==> src/rtl/phy_tx_arbiter.sv <==
// phy_tx_arbiter
// Two-client round-robin arbiter and link-gating sequencer in front of the
// PHY transmitter (clk_32f domain). Client traffic is held off until
// link_idle has been high for LOCK_CYCLES consecutive cycles. After that,
// one 32-bit word is granted per beat of BEAT_CYCLES cycles, and its bytes
// are presented on the four lanes for the whole beat.
//
// Ports:
//   clk_32f             sole clock, rising edge
//   rst                 synchronous active-high reset
//   link_idle           receiver idle/aligned indication
//   req_a/req_b         client requests, held until granted
//   data_a/data_b       client words; byte [7:0] goes to lane 0
//   gnt_a/gnt_b         one-cycle grant pulses, at the start of the beat
//   out0..out3          lane bytes to the PHY transmitter
//   valid_out0..3       lane valids (always equal)
//   link_up             high while the link is declared up
//   beats_sent          granted beats since reset, wraps at 16 bits
module phy_tx_arbiter #(
    parameter int LOCK_CYCLES = 8,
    parameter int BEAT_CYCLES = 32
) (
    input  logic        clk_32f,
    input  logic        rst,
    input  logic        link_idle,
    input  logic        req_a,
    input  logic        req_b,
    input  logic [31:0] data_a,
    input  logic [31:0] data_b,
    output logic        gnt_a,
    output logic        gnt_b,
    output logic [7:0]  out0,
    output logic [7:0]  out1,
    output logic [7:0]  out2,
    output logic [7:0]  out3,
    output logic        valid_out0,
    output logic        valid_out1,
    output logic        valid_out2,
    output logic        valid_out3,
    output logic        link_up,
    output logic [15:0] beats_sent
);

    localparam int LW = $clog2(LOCK_CYCLES + 1);
    localparam int BW = $clog2(BEAT_CYCLES);

    typedef enum logic {SYNC, LINK_UP} state_t;

    state_t        state, state_d;
    logic [LW-1:0] lock_cnt, lock_d;
    logic [BW-1:0] beat_cnt, beat_d;
    logic          last_b, last_d;     // 1: B had the most recent grant
    logic          ga_q, ga_d, gb_q, gb_d;
    logic [31:0]   word_q, word_d;
    logic          valid_q, valid_d;
    logic [15:0]   beats_q, beats_d;
    logic          pick_a, pick_b;
    logic          arb_cycle;

    always_comb begin
        state_d   = state;
        lock_d    = lock_cnt;
        beat_d    = beat_cnt;
        last_d    = last_b;
        ga_d      = 1'b0;
        gb_d      = 1'b0;
        word_d    = word_q;
        valid_d   = valid_q;
        beats_d   = beats_q;
        pick_a    = 1'b0;
        pick_b    = 1'b0;
        arb_cycle = (beat_cnt == BW'(BEAT_CYCLES - 1));

        case (state)
            SYNC: begin
                word_d  = '0;
                valid_d = 1'b0;
                beat_d  = '0;
                if (link_idle) begin
                    if (lock_cnt == LW'(LOCK_CYCLES - 1)) begin
                        state_d = LINK_UP;
                        lock_d  = '0;
                    end else begin
                        lock_d = lock_cnt + LW'(1);
                    end
                end else begin
                    lock_d = '0;
                end
            end
            LINK_UP: begin
                if (!link_idle) begin
                    // Link loss beats a coincident arbitration: no grant, no count.
                    state_d = SYNC;
                    lock_d  = '0;
                    beat_d  = '0;
                    word_d  = '0;
                    valid_d = 1'b0;
                end else begin
                    beat_d = arb_cycle ? '0 : beat_cnt + BW'(1);
                    if (arb_cycle) begin
                        // On contention the client that did not win last time goes.
                        pick_a = req_a && (!req_b || last_b);
                        pick_b = req_b && !pick_a;
                        if (pick_a) begin
                            ga_d    = 1'b1;
                            word_d  = data_a;
                            valid_d = 1'b1;
                            last_d  = 1'b0;
                            beats_d = beats_q + 16'd1;
                        end else if (pick_b) begin
                            gb_d    = 1'b1;
                            word_d  = data_b;
                            valid_d = 1'b1;
                            last_d  = 1'b1;
                            beats_d = beats_q + 16'd1;
                        end else begin
                            word_d  = '0;
                            valid_d = 1'b0;
                        end
                    end
                end
            end
            default: state_d = SYNC;
        endcase
    end

    always_ff @(posedge clk_32f) begin
        if (rst) begin
            state    <= SYNC;
            lock_cnt <= '0;
            beat_cnt <= '0;
            last_b   <= 1'b1;
            ga_q     <= 1'b0;
            gb_q     <= 1'b0;
            word_q   <= '0;
            valid_q  <= 1'b0;
            beats_q  <= '0;
        end else begin
            state    <= state_d;
            lock_cnt <= lock_d;
            beat_cnt <= beat_d;
            last_b   <= last_d;
            ga_q     <= ga_d;
            gb_q     <= gb_d;
            word_q   <= word_d;
            valid_q  <= valid_d;
            beats_q  <= beats_d;
        end
    end

    assign gnt_a      = ga_q;
    assign gnt_b      = gb_q;
    assign out0       = word_q[7:0];
    assign out1       = word_q[15:8];
    assign out2       = word_q[23:16];
    assign out3       = word_q[31:24];
    assign valid_out0 = valid_q;
    assign valid_out1 = valid_q;
    assign valid_out2 = valid_q;
    assign valid_out3 = valid_q;
    assign link_up    = (state == LINK_UP);
    assign beats_sent = beats_q;

endmodule

==> config.mk <==
export PLATFORM = sky130hd
export DESIGN_NAME = phy_tx_arbiter
export DESIGN_NICKNAME = d
export VERILOG_FILES = /design/src/rtl/phy_tx_arbiter.sv
export SDC_FILE = /design/constraint.sdc
export NUM_CORES = 1
export LEC_CHECK = 0
export CORE_MARGIN = 10
export CORE_UTILIZATION = 43
export DETAILED_ROUTE_END_ITERATION = 10
export GPL_TIMING_DRIVEN = 0
export PLACE_DENSITY = 0.85
export SLEW_MARGIN = 20
export SYNTH_ARGS = -nofsm -noshare
export SYNTH_HDL_FRONTEND = slang
export SYNTH_SLANG_ARGS = --single-unit
==> constraint.sdc <==
create_clock -name clk_32f -period 4.7 [get_ports clk_32f]
set_input_delay 0.705 -clock clk_32f [delete_from_list [all_inputs] [get_ports clk_32f]]
set_output_delay 0.705 -clock clk_32f [all_outputs]
set_load 0.01 [all_outputs]
==> out/qor.yml <==
run_status:
  status: "finished clean"
yosys:
  synthCells: 285
  synthFlopType: "dfxtp_1"
  yosysTopAreaCellShare: 0.494
  synth_edf_count: 0
  avgSynthCellArea_um2: 8.82
  ys_top_cells_by_count: "nand2_1, dfxtp_1, a22oi_1, nor2_1, a21oi_1"
  yosysWarningCount: 0
  synth_area_mm2: 0.00251
  synth_nets: 358
  yosysMostFrequentCell: "nand2_1"
  async_flop_share: 0
  synth.area.top_cells: "dfxtp_1, nand2_1, a22oi_1"
  synth_cell_type_count: 40
  synth_top_area_cell: "dfxtp_1"
  synth_seq_cells: 62
  ys_seq_area_frac: 0.494
timing:
  clock.fmax_ghz: 0.416
  hold_violations: 0
  post-route-period-util: 0.512
  tns_ns: 0
  rsz0062_at_grt: "no"
  period_minus_slack_ns: 2.40
  hold_ws_ns: 0.434
  worst_pin_slew_ns: 0.564
  finalMaxSlewViolations: 0
  setup_viol: 0
  slew_headroom: 0.622
  skew_ns: 0.00661
layout:
  final_layout_size_suffix_gt1_frac: 0.0731
  num_antenna_cells: 0
  regArea_mm2: 0.00124
  final_util: 0.724
  nFillCells: 447
  nNetsFinal: 492
  multi_input_area_mm2: 0.00118
  areaGrowthSynthToFinish_pct: 60.5
setup_path:
  crit_arrival_ns: 2.69
  cp.required_ns: 4.98
  endpoint_kind: "flip-flop"
  r2r_setup_slack_ns: 2.30
  path_class: "flip-flop to flip-flop"
  start_kind: "flip-flop"
  critPathMaxFanout: 10
die:
  num_rows: 27
  io_pins: 124
  die_w_um: 96.5
  die_y_um: 96.5
  initial_core_util: 0.451
  core_mm2: 0.00557
  die_area_mm2: 0.00930
power_and_ir_drop:
  total_power_uw: 1060
  ir_drop_mv: 0.202
  leakage_uw: 0.00158
  power_density_mw_per_mm2: 263
clocking:
  cts.sinks: 62
  clock_tree.buffer_depth: 2
  cts_resized: 0
  cts_setup_buffers: 0
  clk_pin_slew_ns: 0.07
  cts_buffers: 9
  clk_latency_ns: 0.34
  hold_buffers: 0
  cts_tree: "done"
  cts_max_level: 3
  cts_root_buf: "clkbuf_8"
global_routing:
  grt_pass1_wl_um: 11700
  grt_overflow_total: 0
  grt_pass1_vias: 2541
  antenna_found_initial: 0
  track_usage: 0.161
  grt_max_degree: 11
routing:
  vias_per_cell: 5.15
  wl_um: 7750
  ant_nets: 0
  dr.first_iter.drc_count: 89
  drt_first_pass_iters: 4
  route.detailed.drc: 0
  num_vias: 2552
  wire_per_inst_um: 15.6
flow_run:
  max_cap_viol_count: 0
place:
  portBuffers: 123
  gp_congestion: 0.803
  post-dp-hpwl_um: 6260
min_path:
  hp-class: "flip-flop to flip-flop"
==> logic make-up after synthesis <==
logic type	after synthesis	share of synthesized area
adders and majority gates	4	0.0199
buffers and inverters	19	0.0383
xor gates and xnor gates	10	0.0348
muxes	2	0.00796
and+or+nand+nor	132	0.248
DFF	62	0.494
AOI/OAI and AO/OA	56	0.157
==> layout make-up <==
type                       count  area share
sequential                    62       0.308
timing repair buffer         123       0.305
multi-input combinational    204       0.291
clock buffer                  12      0.0384
tap                           72      0.0223
buffer                        16      0.0211
clock inverter                 4      0.0112
inverter                       3     0.00279
==> through the flow <==
step	cell area, um^2	setup slack (ns)	cells
3_3_place_gp	3830	2.00	480
5_1_grt	4040	2.06	496
4_1_cts	4040	2.27	496
6_report	4040	2.30	496
2_1_floorplan	2510	2.67	285
3_5_place_dp	3830	1.94	480
==> flip-flops by register name, indices dropped and copies added, names as in the netlist <==
signal and cells:
link_up 1, last_b 1, beat_cnt 5, gnt_b 1
word_q 32, valid_out0 1, gnt_a 1, beats_sent 16
lock_cnt 4
==> power by group <==
group / internal (uW) / switching (uW)
clock: 271 / 198
sequential: 526 / 0.731
combinational: 51.3 / 14.7
==> path summary, 6_finish.rpt <==
path / depth (start not counted) / to / start
min: 2 / word_q[23]$_SDFFE_PP0P_ / word_q[23]$_SDFFE_PP0P_
min reg2reg: 2 / word_q[23]$_SDFFE_PP0P_ / word_q[23]$_SDFFE_PP0P_
max reg2reg: 9 / word_q[31]$_SDFFE_PP0P_ / beat_cnt[0]$_SDFF_PP0_
max: 9 / word_q[31]$_SDFFE_PP0P_ / beat_cnt[0]$_SDFF_PP0_
==> critical path, stage by stage (launching register included) <==
cell	delay (ns)
dfxtp_1	0.35
ha_1	0.19
and3_1	0.15
ha_1	0.14
clkbuf_2	0.19
nand4b_1	0.17
nor3b_2	0.52
clkbuf_1	0.42
a22oi_1	0.15
nand2_1	0.10
==> cell usage in the layout (no fill, tap or decap), types with 6 or more instances in the layout <==
cell type        synthesis  routed
or3_1                    6       6
nand2_1                 75      75
nand3_1                  8       8
a21oi_1                 10      10
dfxtp_1                 62      62
clkbuf_8                 0      11
clkbuf_1                 7       8
o21ai_0                  6       6
a22oi_1                 32      32
nor2_1                  15      15
clkdlybuf4s50_1          0     123
==> per-layer routing <==
layer,up-vias,share of wire,global-route usage
met5,-,0,0
met4,0,0.011,0.0593
met3,9,0.14,0.0971
met2,103,0.49,0.271
met1,1170,0.37,0.160
li1,1270,-,-
Power figures use the tool's default switching activity.
